==> src/rtl/anim_pkg.sv <==
// Shared encodings, frame lengths and pattern lookup for the LED animation sequencer.
package anim_pkg;

    typedef enum logic [1:0] {
        CHASE_L = 2'd0,
        CHASE_R = 2'd1,
        BOUNCE  = 2'd2,
        FILL    = 2'd3
    } mode_e;

    typedef enum logic [1:0] {
        S_IDLE  = 2'd0,
        S_RUN   = 2'd1,
        S_PAUSE = 2'd2
    } state_e;

    localparam logic [3:0] FRAME_CHASE  = 4'd8;
    localparam logic [3:0] FRAME_BOUNCE = 4'd14;
    localparam logic [3:0] FRAME_FILL   = 4'd9;

    localparam logic [7:0] CHASE_L_START = 8'h01;
    localparam logic [7:0] CHASE_R_START = 8'h80;

    function automatic logic [3:0] frame_last(input mode_e m);
        case (m)
            BOUNCE:  return FRAME_BOUNCE - 4'd1;
            FILL:    return FRAME_FILL - 4'd1;
            default: return FRAME_CHASE - 4'd1;
        endcase
    endfunction

    // LED image for mode m at frame position p; position 0 is the start pattern.
    function automatic logic [7:0] pattern(input mode_e m, input logic [3:0] p);
        logic [3:0] back;
        logic [8:0] fill;
        back = 4'd14 - p;
        fill = (9'd2 << p[2:0]) - 9'd1;
        case (m)
            CHASE_L: return CHASE_L_START << p[2:0];
            CHASE_R: return CHASE_R_START >> p[2:0];
            BOUNCE:  return (p <= 4'd7) ? (CHASE_L_START << p[2:0])
                                        : (CHASE_L_START << back[2:0]);
            default: return (p >= 4'd8) ? 8'h00 : fill[7:0];
        endcase
    endfunction

endpackage

==> src/rtl/anim_sequencer_if.sv <==
// Control/status bundle between the control logic (master) and the sequencer (slave).
interface anim_sequencer_if;
    logic       en;
    logic       halt;
    logic [3:0] speed;
    logic [1:0] mode;
    logic       mode_valid;
    logic       mode_ready;
    logic [7:0] leds;
    logic       step;
    logic       frame_done;
    logic       busy;

    modport master (
        output en, halt, speed, mode, mode_valid,
        input  mode_ready, leds, step, frame_done, busy
    );

    modport slave (
        input  en, halt, speed, mode, mode_valid,
        output mode_ready, leds, step, frame_done, busy
    );
endinterface

==> src/rtl/anim_prescaler.sv <==
// Two-level step timebase: divides clk by CLK_DIV, then counts ticks up to speed.
module anim_prescaler #(
    parameter int CLK_DIV = 20
) (
    input  logic       clk,
    input  logic       rst,
    input  logic       clear,
    input  logic       freeze,
    input  logic [3:0] speed,
    output logic       step_tick
);
    localparam int DIV_W = $clog2(CLK_DIV);

    logic [DIV_W-1:0] div_q, div_d;
    logic [3:0]       spd_q, spd_d;
    logic             tick;

    assign tick      = (div_q == DIV_W'(CLK_DIV - 1)) && !freeze && !clear;
    // Compare with >= so that lowering speed mid-count fires on the next tick.
    assign step_tick = tick && (spd_q >= speed);

    always_comb begin
        div_d = div_q;
        spd_d = spd_q;
        if (clear) begin
            div_d = '0;
            spd_d = '0;
        end else if (tick) begin
            div_d = '0;
            spd_d = step_tick ? 4'd0 : spd_q + 4'd1;
        end else if (!freeze) begin
            div_d = div_q + 1'b1;
        end
    end

    always_ff @(posedge clk or negedge rst) begin
        if (!rst) begin
            div_q <= '0;
            spd_q <= '0;
        end else begin
            div_q <= div_d;
            spd_q <= spd_d;
        end
    end
endmodule

==> src/rtl/anim_sequencer.sv <==
// LED animation sequencer: FSM, one-deep pending mode slot and pattern stepping.
module anim_sequencer
    import anim_pkg::*;
#(
    parameter int CLK_DIV = 20
) (
    input logic              clk,
    input logic              rst,
    anim_sequencer_if.slave  bus
);
    state_e     state_q, state_d;
    mode_e      mode_q, mode_d, pend_q, pend_d, start_mode;
    logic       pend_vld_q, pend_vld_d;
    logic [3:0] pos_q, pos_d;
    logic [7:0] leds_q, leds_d;
    logic       step_q, step_d, fdone_q, fdone_d;
    logic       ready_q, ready_d, busy_q, busy_d;
    logic       xfer, start, step_tick, clear, freeze;

    assign xfer   = bus.mode_valid && ready_q;
    assign clear  = bus.halt || (state_q == S_IDLE);
    assign freeze = (state_q == S_PAUSE);

    anim_prescaler #(.CLK_DIV(CLK_DIV)) u_prescaler (
        .clk       (clk),
        .rst       (rst),
        .clear     (clear),
        .freeze    (freeze),
        .speed     (bus.speed),
        .step_tick (step_tick)
    );

    always_comb begin
        state_d    = state_q;
        mode_d     = mode_q;
        pend_d     = pend_q;
        pend_vld_d = pend_vld_q;
        pos_d      = pos_q;
        leds_d     = leds_q;
        step_d     = 1'b0;
        fdone_d    = 1'b0;
        start      = 1'b0;
        start_mode = mode_q;

        if (bus.halt) begin
            state_d    = S_IDLE;
            leds_d     = 8'h00;
            pos_d      = '0;
            pend_vld_d = 1'b0;
        end else begin
            case (state_q)
                S_IDLE: begin
                    leds_d = 8'h00;
                    if (xfer && bus.en) begin
                        start      = 1'b1;
                        start_mode = mode_e'(bus.mode);
                    end else if (pend_vld_q && bus.en) begin
                        start      = 1'b1;
                        start_mode = pend_q;
                        pend_vld_d = 1'b0;
                    end else if (xfer) begin
                        pend_d     = mode_e'(bus.mode);
                        pend_vld_d = 1'b1;
                    end
                end
                S_RUN: begin
                    if (xfer) begin
                        pend_d     = mode_e'(bus.mode);
                        pend_vld_d = 1'b1;
                    end
                    if (step_tick) begin
                        step_d = 1'b1;
                        // Frame wrap is the only point where a queued mode may take over.
                        if (pos_q == frame_last(mode_q)) begin
                            fdone_d = 1'b1;
                            pos_d   = '0;
                            if (pend_vld_q) begin
                                mode_d     = pend_q;
                                pend_vld_d = 1'b0;
                                leds_d     = pattern(pend_q, 4'd0);
                            end else begin
                                leds_d = pattern(mode_q, 4'd0);
                            end
                        end else begin
                            pos_d  = pos_q + 4'd1;
                            leds_d = pattern(mode_q, pos_q + 4'd1);
                        end
                    end
                    if (!bus.en) state_d = S_PAUSE;
                end
                S_PAUSE: begin
                    if (xfer) begin
                        pend_d     = mode_e'(bus.mode);
                        pend_vld_d = 1'b1;
                    end
                    if (bus.en) state_d = S_RUN;
                end
                default: state_d = S_IDLE;
            endcase

            if (start) begin
                state_d = S_RUN;
                mode_d  = start_mode;
                pos_d   = '0;
                leds_d  = pattern(start_mode, 4'd0);
            end
        end

        // Ready drops as soon as the slot fills but rises one cycle after it empties.
        ready_d = bus.halt || !(pend_vld_d || pend_vld_q);
        busy_d  = (state_d != S_IDLE);
    end

    always_ff @(posedge clk or negedge rst) begin
        if (!rst) begin
            state_q    <= S_IDLE;
            mode_q     <= CHASE_L;
            pend_q     <= CHASE_L;
            pend_vld_q <= 1'b0;
            pos_q      <= '0;
            leds_q     <= 8'h00;
            step_q     <= 1'b0;
            fdone_q    <= 1'b0;
            ready_q    <= 1'b1;
            busy_q     <= 1'b0;
        end else begin
            state_q    <= state_d;
            mode_q     <= mode_d;
            pend_q     <= pend_d;
            pend_vld_q <= pend_vld_d;
            pos_q      <= pos_d;
            leds_q     <= leds_d;
            step_q     <= step_d;
            fdone_q    <= fdone_d;
            ready_q    <= ready_d;
            busy_q     <= busy_d;
        end
    end

    assign bus.leds       = leds_q;
    assign bus.step       = step_q;
    assign bus.frame_done = fdone_q;
    assign bus.mode_ready = ready_q;
    assign bus.busy       = busy_q;
endmodule

==> src/flat_wrapper.sv <==
// flat-port wrapper written by rule: the top's interface ports become plain ports
module anim_sequencer_flat import anim_pkg::*;
#(
    parameter int CLK_DIV = 20
)
  (clk, rst, bus_en, bus_halt, bus_speed, bus_mode, bus_mode_valid, bus_mode_ready, bus_leds, bus_step, bus_frame_done, bus_busy);
  anim_sequencer_if bus_i ();
  input logic clk;
  input logic rst;
  input wire logic [$bits(bus_i.en)-1:0] bus_en;
  input wire logic [$bits(bus_i.halt)-1:0] bus_halt;
  input wire logic [$bits(bus_i.speed)-1:0] bus_speed;
  input wire logic [$bits(bus_i.mode)-1:0] bus_mode;
  input wire logic [$bits(bus_i.mode_valid)-1:0] bus_mode_valid;
  output wire logic [$bits(bus_i.mode_ready)-1:0] bus_mode_ready;
  output wire logic [$bits(bus_i.leds)-1:0] bus_leds;
  output wire logic [$bits(bus_i.step)-1:0] bus_step;
  output wire logic [$bits(bus_i.frame_done)-1:0] bus_frame_done;
  output wire logic [$bits(bus_i.busy)-1:0] bus_busy;
  assign bus_i.en = bus_en;
  assign bus_i.halt = bus_halt;
  assign bus_i.speed = bus_speed;
  assign bus_i.mode = bus_mode;
  assign bus_i.mode_valid = bus_mode_valid;
  assign bus_mode_ready = bus_i.mode_ready;
  assign bus_leds = bus_i.leds;
  assign bus_step = bus_i.step;
  assign bus_frame_done = bus_i.frame_done;
  assign bus_busy = bus_i.busy;
  anim_sequencer #(.CLK_DIV(CLK_DIV)) u_core (.clk(clk), .rst(rst), .bus(bus_i));
endmodule
==> config.mk <==
export PLATFORM = sky130hd
export DESIGN_NAME = anim_sequencer_flat
export DESIGN_NICKNAME = d
export VERILOG_FILES = /design/src/rtl/anim_pkg.sv /design/src/rtl/anim_sequencer_if.sv /design/src/rtl/anim_prescaler.sv /design/src/rtl/anim_sequencer.sv /design/src/flat_wrapper.sv
export SDC_FILE = /design/constraint.sdc
export NUM_CORES = 1
export LEC_CHECK = 0
export BUFFER_PORTS_ARGS = -buffer_cell sky130_fd_sc_hd__buf_2
export CORE_UTILIZATION = 64
export DETAILED_ROUTE_END_ITERATION = 7
export HOLD_SLACK_MARGIN = 0.02
export PLACE_DENSITY = 0.85
export SYNTH_ARGS = -nofsm -noshare
export SYNTH_HDL_FRONTEND = slang
export SYNTH_SLANG_ARGS = --single-unit
export TNS_END_PERCENT = 50
==> constraint.sdc <==
create_clock -name clk -period 3.45 [get_ports clk]
set_input_delay 0.345 -clock clk [delete_from_list [all_inputs] [get_ports clk]]
set_output_delay 0.345 -clock clk [all_outputs]
set_load 0.01 [all_outputs]
==> qor.csv, run 1 <==
metric,value,unit
Async SR Flop Fraction,100,%
Yosys cell types,68,
die area,4090,µm²
peak supply drop,354,µV
Post-synth top flop,dfrtp_1,
setup bufs post-CTS,0,
Area Overhead vs Synth,7.29,%
Worst Skew,0.00500,ns
"EDFF count, synth",0,
hold_buf cts,0,
RSZ-0062 raised after global routing,false,
GRT Overall Usage,30.6,%
Final Cell Area,2630,µm²
routability cong.,0.943,
placed inst area,2540,µm²
Comb pwr share,25.3,%
Slew @ Worst Pin,0.706,ns
post-CTS resize count,0,
width of the die,63.9,µm
sequential group share of total power,46.7,%
Power Density,392,nW/µm²
fraction of layout cells with a size suffix above 1,16.7,%
total CTS buffers,5,
initial antenna violation count,0,
Initial Util,67.0,%
GRT overflow,0,
Mapped Area,2450,µm²
Hold Fails Final Rpt,0,
Pint,0.000651,W
DP Wirelength,4030,µm
"Min Clock Period, post-route",2.68,ns
CTS root buffer,clkbuf_8,
HP Class,in2async,
Leakage,1.18,nW
n_diodes,0,
Mean Syn Cell Area,8.92,µm²
reg2reg path depth,9,
Worst-path clk slew,0.07,ns
register bit total from synthesis,32,
Detail Route Antenna Nets,0,
io pins,23,
ranking of synthesized cells by area,"dfrtp_1 32%, ha_1 8.2%, nand2_1 4.0%",
final std cells w/o fill,342,
Worst Setup Start Kind,flop,
CTS tree,done,
sw frac,36.9,%
Port Buffer Count,22,
1st-pass router iterations,5,
DR iter-0 viols,237,
outcome,"complete, no violations",
Worst-Skew Late Latency,0.29,ns
top cell type's share of synthesized area,31.6,%
cell count after synthesis,275,
Psw,0.000380,W
Yosys warnings,0,
Fmax achieved,373,MHz
largest net degree at the start of global routing,33,
data arrival time of the critical path,2.84,ns
vias in the first global route,2125,
fin nets,320,
"most common cell after layout, fill and taps aside",dfrtp_1,
Placed Instances,334,
register area share after synthesis,32.7,%
Max Fanout on Critical Path,10,
CTS Sinks,32,
# DRC,0,
H-tree Lvls,2,
syn_nets,302,
Via Count,2224,
Synth area leader,dfrtp_1,
Die Y,63.9,µm
WL per Instance,16.2,µm
total negative setup slack,0,ns
fillers,288,
clock share of power,28.0,%
kind of critical path,reg2reg,
final setup fails,0,
Max-Cap Viols,0,
max-slew violations,0,
period utilization,77.7,%
most frequent cells in the layout,"31 x dfrtp_1, 26 x nand2_1, 22 x buf_2",
clk buf depth,2,
row count,22,
Crit path required time,3.61,ns
first-pass GRT wire length,9640,µm
final wirelength,5550,µm
Core ar.,3660,µm²
Critical Path Sink Type,flop,
Vias per Instance,6.50,
total power,0.00103,W
Max-Slew Margin vs Limit,53.0,%
-- stage by stage --
step | hold slack (ns) | setup slack, ns | utilization [%]
final | 0.0916 | 0.769 | 71.9
after global routing | 0.151 | 0.562 | 71.9
after CTS | 0.119 | 0.782 | 71.9
after detailed placement | 0.437 | 0.801 | 69.5
after global placement | 0.438 | 0.905 | 69.5
after floorplan | 0.0494 | 1.09 | -
-- registers in the layout (all words and copies together) (netlist names), 2 cells and up --
signal and cells:
u_core.bus.leds 8, u_core.u_prescaler.div_q 5, u_core.pos_q 4, u_core.u_prescaler.spd_q 4, u_core.mode_q 2, u_core.pend_q 2, u_core.state_q 2
-- cell usage after synthesis, types with 3 or more instances --
master and instances:
o21ai_0 10, buf_2 3, a21o_1 4, nand3_1 14, nand2_1 26, o221ai_1 3, a21oi_1 17, clkbuf_1 5
nand4_1 3, nor3b_1 4, nand3b_1 3, inv_1 15, or3_1 6, ha_1 16, nor2_1 18, a31oi_1 9
xnor2_1 3, dfrtp_1 31, o211ai_1 6, a32o_1 4, o31ai_1 3, nand2b_1 7, nor3_1 5, mux2i_1 3
-- routing by layer --
metal  wire, µm  vias up  GRT usage, %
met5          0        -             0
met4         92        0          11.4
met3        426       10          8.93
met2       2540      102          46.1
met1       2490     1046          41.4
li1           -     1066             -
-- power by group through the flow --
stage / Combinational, W / Sequential [W] / Clock (W)
2_1_floorplan: 0.000272 / 0.000434 / 0
3_3_place_gp: 0.000256 / 0.000484 / 0
3_5_place_dp: 0.000254 / 0.000486 / 0
4_1_cts: 0.000257 / 0.000479 / 0.000291
5_1_grt: 0.000287 / 0.000490 / 0.000308
6_report: 0.000261 / 0.000482 / 0.000288
-- area by class of cell --
type | instances | area, µm² | area share, %
inverter | 16 | 60.1 | 2.28
timing repair buffer | 23 | 118 | 4.47
clock inverter | 3 | 18.8 | 0.713
sequential | 32 | 802 | 30.5
tap | 48 | 60.1 | 2.28
clock buffer | 5 | 68.8 | 2.61
multi-input combinational | 215 | 1510 | 57.2
-- logic make-up after synthesis --
kind of cell	Yosys count	synth area share, %
simple gates	102	22.5
compound gates	86	25.8
flops	32	32.7
buf+inv	28	5.97
fa+ha+maj	16	8.16
xor+xnor	6	2.75
mux	5	2.14
-- worst max-delay path, stage by stage (launching register included) --
cell and delay, ns:
dfrtp_1 0.51, ha_1 0.35, xnor2_2 0.43, nand2_2 0.19, ha_1 0.28, nor3b_1 0.15, o211ai_1 0.21, a31oi_1 0.06
o2111ai_1 0.24, a311oi_2 0.12
-- worst paths after layout --
kind | from | to | slack [ns]
max | u_core.pos_q[0]$_DFFE_PN0P_ | u_core.bus.leds[7]$_DFFE_PN0P_ | 0.77
min | rst | u_core.u_prescaler.div_q[3]$_DFFE_PN0P_ | 0.09
max reg2reg | u_core.pos_q[0]$_DFFE_PN0P_ | u_core.bus.leds[7]$_DFFE_PN0P_ | 0.77
min reg2reg | u_core.bus.leds[5]$_DFFE_PN0P_ | u_core.bus.leds[5]$_DFFE_PN0P_ | 0.48
max in group asynchronous | rst | u_core.pos_q[2]$_DFFE_PN0P_ | 2.90
min in group clk | bus_en | u_core.state_q[1]$_DFF_PN0_ | 0.30
Power figures use the tool's default switching activity.
==> inputs of run 2 (changes only) <==
CORE_UTILIZATION = 54   (was 64)
PLACE_DENSITY = 0.77   (was 0.85)
clock period = 2.3 ns   (was 3.45 ns; I/O delays follow)
==> qor.csv, run 2 (synthesis results as in run 1) <==
metric,value,unit
Worst Hold Path EP,u_core.pend_q[0]$_DFFE_PN0P_,
Hold Fails Final Rpt,0,
WL met1,2830,µm
hold_sp,bus_mode[0],
DR top layer,met4,
hold depth,2,
initial antenna violation count,0,
final setup fails,0,
placed inst area,2690,µm²
CTS tree,done,
"Min Clock Period, post-route",2.14,ns
Detail Route Antenna Nets,0,
Max Fanout on Critical Path,11,
1st-pass router iterations,6,
"most common cell after layout, fill and taps aside",dfrtp_1,
clk buf depth,2,
reg-to-reg endpoint,u_core.bus.leds[7]$_DFFE_PN0P_,
total negative setup slack,0,ns
Vias per Instance,6.25,
die area,4820,µm²
Crit path required time,2.50,ns
DP Wirelength,4230,µm
Port Buffer Count,22,
FF-to-FF Start,u_core.pos_q[0]$_DFFE_PN0P_,
final wirelength,5750,µm
met3 WL post-DR,302,µm
fin nets,339,
data arrival time of the critical path,2.34,ns
most frequent cells in the layout,"31 x dfrtp_1, 26 x nand2_1, 22 x buf_2",
RSZ-0062 raised after global routing,false,
# DRC,0,
fraction of layout cells with a size suffix above 1,22.4,%
HP Class,in2reg,
H-tree Lvls,2,
CTS Sinks,32,
largest net degree at the start of global routing,33,
Worst Skew,0.00889,ns
R2R setup slack,0.16,ns
vias in the first global route,2092,
routability cong.,0.949,
kind of critical path,reg2reg,
Leakage,1.27,nW
first-pass GRT wire length,9990,µm
row count,24,
width of the die,69.4,µm
Critical Path Sink Type,flop,
Power Density,567,nW/µm²
CTS root buffer,clkbuf_8,
n_diodes,0,
WL met2,2570,µm
GRT overflow,0,
Worst-path clk slew,0.08,ns
Via Count,2282,
Final Cell Area,2800,µm²
peak supply drop,444,µV
PnR worst setup slack,0.161,ns
Slew @ Worst Pin,0.719,ns
DR iter-0 viols,241,
Die Y,69.4,µm
Max-Cap Viols,0,
Core ar.,4350,µm²
Max-Slew Margin vs Limit,52.1,%
Worst-Skew Late Latency,0.29,ns
Worst Setup Start Kind,flop,
reg2reg path depth,6,
GRT Overall Usage,25.6,%
outcome,"complete, no violations",
max-slew violations,0,
Initial Util,56.4,%
Area Overhead vs Synth,13.9,%
period utilization,93.0,%
io pins,23,
max reg flops,8,
setup bufs post-CTS,0,
total CTS buffers,5,
Fmax achieved,467,MHz
WL per Instance,15.7,µm
post-place setup slack,0.109,ns
worst hold slack,0.187,ns
## run 2: changes by cell type in the layout (fill, tap and decap cells not counted)
cell           before  now
nor3b_2             0    1
nor3b_1             4    3
ha_1               16   15
ha_2                0    1
dlygate4sd3_1       0    1
nor3_1              5    4
nor3_2              1    2
buf_4               1   19
## run 2: metrics by stage
step | power [W] | std cells | utilization [%]
6_report | 0.00159 | 365 | 64.2
5_1_grt | 0.00168 | 365 | 64.2
4_1_cts | 0.00158 | 365 | 64.0
3_5_place_dp | 0.00114 | 356 | 61.7
3_3_place_gp | 0.00114 | 356 | 61.7
2_1_floorplan | 0.00106 | 275 | -
## run 2: cell type report
cell class,instances,area (µm²)
repair buffers,42,263
multi-input cells,215,1520
fillers,372,1560
well taps,52,65.1
clock buffers,5,68.8
inverters,16,60.1
flip-flops and latches,32,802
clock inverters,3,18.8
## run 2: power breakdown
part | internal, W | switching (W) | leakage (nW)
Sequential | 0.000605 | 0.0000338 | 0.431
Combinational | 0.000186 | 0.000322 | 0.796
Clock | 0.000211 | 0.000229 | 0.0479
## run 2: per-layer routing
layer,up-vias,track usage (%)
li1,1105,-
met2,80,38.8
met1,1091,37.7
met5,-,0
met3,6,5.23
met4,0,5.67
## run 2: worst max path at each step
stage | start | end | cells past startpoint
2_1_floorplan | u_core.pos_q[0]$_DFFE_PN0P_ | u_core.bus.leds[7]$_DFFE_PN0P_ | 9
6_report | u_core.pos_q[0]$_DFFE_PN0P_ | u_core.bus.leds[7]$_DFFE_PN0P_ | 6
3_5_place_dp | u_core.pos_q[0]$_DFFE_PN0P_ | u_core.bus.leds[7]$_DFFE_PN0P_ | 9
5_1_grt | u_core.pos_q[0]$_DFFE_PN0P_ | u_core.bus.leds[7]$_DFFE_PN0P_ | 6
3_3_place_gp | u_core.pos_q[0]$_DFFE_PN0P_ | u_core.bus.leds[7]$_DFFE_PN0P_ | 9
4_1_cts | u_core.pos_q[0]$_DFFE_PN0P_ | u_core.bus.leds[7]$_DFFE_PN0P_ | 9
## run 2: critical path, stage by stage, from the launching register on
cell,delay [ns]
dfrtp_1,0.43
buf_4,0.18
nor4b_2,0.31
nand3_1,0.12
and2_1,0.32
or3_1,0.43
a311oi_2,0.26
## run 2: what timing repair did
| item | 4_1_cts | 5_1_grt |
|---|---|---|
| hold endpoints to repair | 7 | 0 |
| hold buffers | 1 | 0 |
| endpoints found under the setup margin | 0 | 4 |
| resized for setup | 0 | 2 |
==> inputs of run 3 (changes only) <==
ABC_AREA = 1   (was default)
==> qor.csv, run 3 <==
metric,value,unit
most frequent cells in the layout,"79 x nand2_1, 47 x inv_1, 34 x o21ai_0",
period utilization,89.1,%
Max-Cap Viols,0,
largest net degree at the start of global routing,33,
RSZ-0062 raised after global routing,false,
post-CTS resize count,0,
worst hold slack,-0.00542,ns
# DRC,0,
Mapped Area,2360,µm²
kind of critical path,reg2reg,
Layout Utilization,64.6,%
hold_buf cts,0,
Critical Path Sink Type,flop,
Worst Setup Start Kind,flop,
row count,23,
failing checks,hold timing,
cell mode on critical path,nand2_1,
Final Cell Area,2640,µm²
vias in the first global route,2000,
"Min Clock Period, post-route",2.05,ns
Mean Syn Cell Area,7.21,µm²
Synth area leader,dfrtp_1,
register area share after synthesis,34.0,%
final wirelength,5510,µm
width of the die,68.1,µm
max-slew violations,0,
initial antenna violation count,0,
Max-Slew Margin vs Limit,51.6,%
"top cells by count, synth","81 x nand2_1, 48 x inv_1, 34 x o21ai_0",
most common cell in the netlist,nand2_1,
fraction of layout cells with a size suffix above 1,14.8,%
max incr delay on CP,0.47,ns
setup bufs post-CTS,0,
GRT overflow,0,
final std cells w/o fill,407,
sequential group share of total power,42.2,%
io pins,23,
routability cong.,0.988,
CTS Sinks,32,
max reg flops,8,
outcome,"complete, but fails checks",
fillers,374,
WL per Instance,13.5,µm
Slew @ Worst Pin,0.725,ns
CTS tree,done,
Pint,0.00100,W
Placed Instances,399,
final setup fails,0,
Port Buffer Count,22,
total CTS buffers,5,
total negative setup slack,0,ns
GRT Overall Usage,26.8,%
Die Y,68.1,µm
Vias per Instance,5.55,
Power Density,592,nW/µm²
fin nets,383,
Comb pwr share,28.9,%
Via Count,2259,
critical path's slowest cell,dfrtp_2,
H-tree Lvls,2,
Hold Fails Final Rpt,4,
Worst Skew,0.00632,ns
Core ar.,4090,µm²
HP Class,in2async,
"CP delay by family, top",simple AND/OR/NAND/NOR gates,
DP Wirelength,4160,µm
Psw,0.000563,W
top cell type's share of synthesized area,32.9,%
Leakage,1.32,nW
Async SR Flop Fraction,100,%
"EDFF count, synth",0,
Buf/Inv on CP,3,
Fmax achieved,488,MHz
Yosys cell types,38,
Detail Route Antenna Nets,0,
sw frac,36.0,%
die area,4640,µm²
peak supply drop,493,µV
placed inst area,2540,µm²
n_diodes,0,
data arrival time of the critical path,2.23,ns
first-pass GRT wire length,9010,µm
Yosys warnings,0,
clk buf depth,2,
Crit path required time,2.49,ns
cell count after synthesis,327,
Initial Util,57.7,%
register bit total from synthesis,32,
clock share of power,28.8,%
Worst-path clk slew,0.07,ns
CP Cell Sequence,"inv_1, ha_1, inv_1, nor2_2, inv_1, ha_1, nand2_1, nor2_1, nand3_1, nand3_1, nand2_1, nand2_1, nand2_1, nand2_1, nand2_1, nand2_1",
1st-pass router iterations,4,
Max Fanout on Critical Path,9,
ranking of synthesized cells by area,"dfrtp_1 33%, nand2_1 13%, ha_1 8.5%",
Worst-Skew Late Latency,0.29,ns
Area Overhead vs Synth,11.9,%
"most common cell after layout, fill and taps aside",nand2_1,
syn_nets,354,
Post-synth top flop,dfrtp_1,
DR iter-0 viols,247,
CTS root buffer,clkbuf_8,
-- run 3: changes by cell type after synthesis, moves of 4 or more --
cell / previous run / this run
nand3_1: 14 / 27
a31oi_1: 9 / 1
nor2_1: 18 / 27
o21ai_0: 10 / 34
o2111ai_1: 2 / 6
nand2b_1: 7 / 0
a21o_1: 4 / 0
nor3b_1: 4 / 0
clkbuf_1: 5 / 0
inv_1: 15 / 48
a21oi_1: 17 / 10
nand2_1: 26 / 81
or3_1: 6 / 0
-- run 3: through the flow --
stage | worst slack [ns] | power (W)
after floorplan | 0.380 | 0.000985
after global placement | 0.218 | 0.00111
after detailed placement | 0.155 | 0.00112
after CTS | 0.153 | 0.00158
after global routing | 0.00717 | 0.00167
final | 0.251 | 0.00156
-- run 3: area by class of cell --
type	instances	area (µm²)	share of cell area [%]
clock inverter	1	7.51	0.284
inverter	52	200	7.58
clock buffer	7	86.3	3.27
tap	50	62.6	2.37
multi-input combinational	241	1350	51.3
sequential	32	805	30.5
timing repair buffer	24	125	4.74
-- run 3: cells by family after synthesis --
| group | share of synthesized area [%] |
|---|---|
| xor gates and xnor gates | 1.86 |
| DFF | 34.0 |
| buffers and inverters | 8.91 |
| adders and majority gates | 8.49 |
| muxes | 0.477 |
| AOI/OAI and AO/OA | 18.6 |
| and+or+nand+nor | 27.6 |
-- run 3: power groups by stage --
stage / clock, W / sequential, W / combinational (W)
after floorplan: 0 / 0.000662 / 0.000323
after global placement: 0 / 0.000669 / 0.000446
after detailed placement: 0 / 0.000668 / 0.000449
after CTS: 0.000468 / 0.000658 / 0.000449
after global routing: 0.000495 / 0.000666 / 0.000506
final: 0.000451 / 0.000661 / 0.000453
-- run 3: final timing paths --
check	startpoint	to	slack, ns	depth (start not counted)
worst max-delay path	u_core.pos_q[0]$_DFFE_PN0P_	u_core.bus.leds[7]$_DFFE_PN0P_	0.25	16
worst min-delay path	rst	u_core.pos_q[2]$_DFFE_PN0P_	-0.005	1
min in group clk	bus_en	u_core.state_q[1]$_DFF_PN0_	0.17	2
worst min register to register	u_core.bus.leds[7]$_DFFE_PN0P_	u_core.bus.leds[7]$_DFFE_PN0P_	0.48	2
max in group asynchronous	rst	u_core.pos_q[1]$_DFFE_PN0P_	1.80	1
worst max register to register	u_core.pos_q[0]$_DFFE_PN0P_	u_core.bus.leds[7]$_DFFE_PN0P_	0.25	16
-- run 3: layer usage --
layer | global-route usage (%) | vias to the layer above | part of all wire (%)
met1 | 32.4 | 1029 | 44
met4 | 10.4 | 0 | 1.9
met5 | 0 | - | 0
met2 | 46.4 | 66 | 49
met3 | 5.33 | 14 | 4.9
li1 | - | 1150 | -
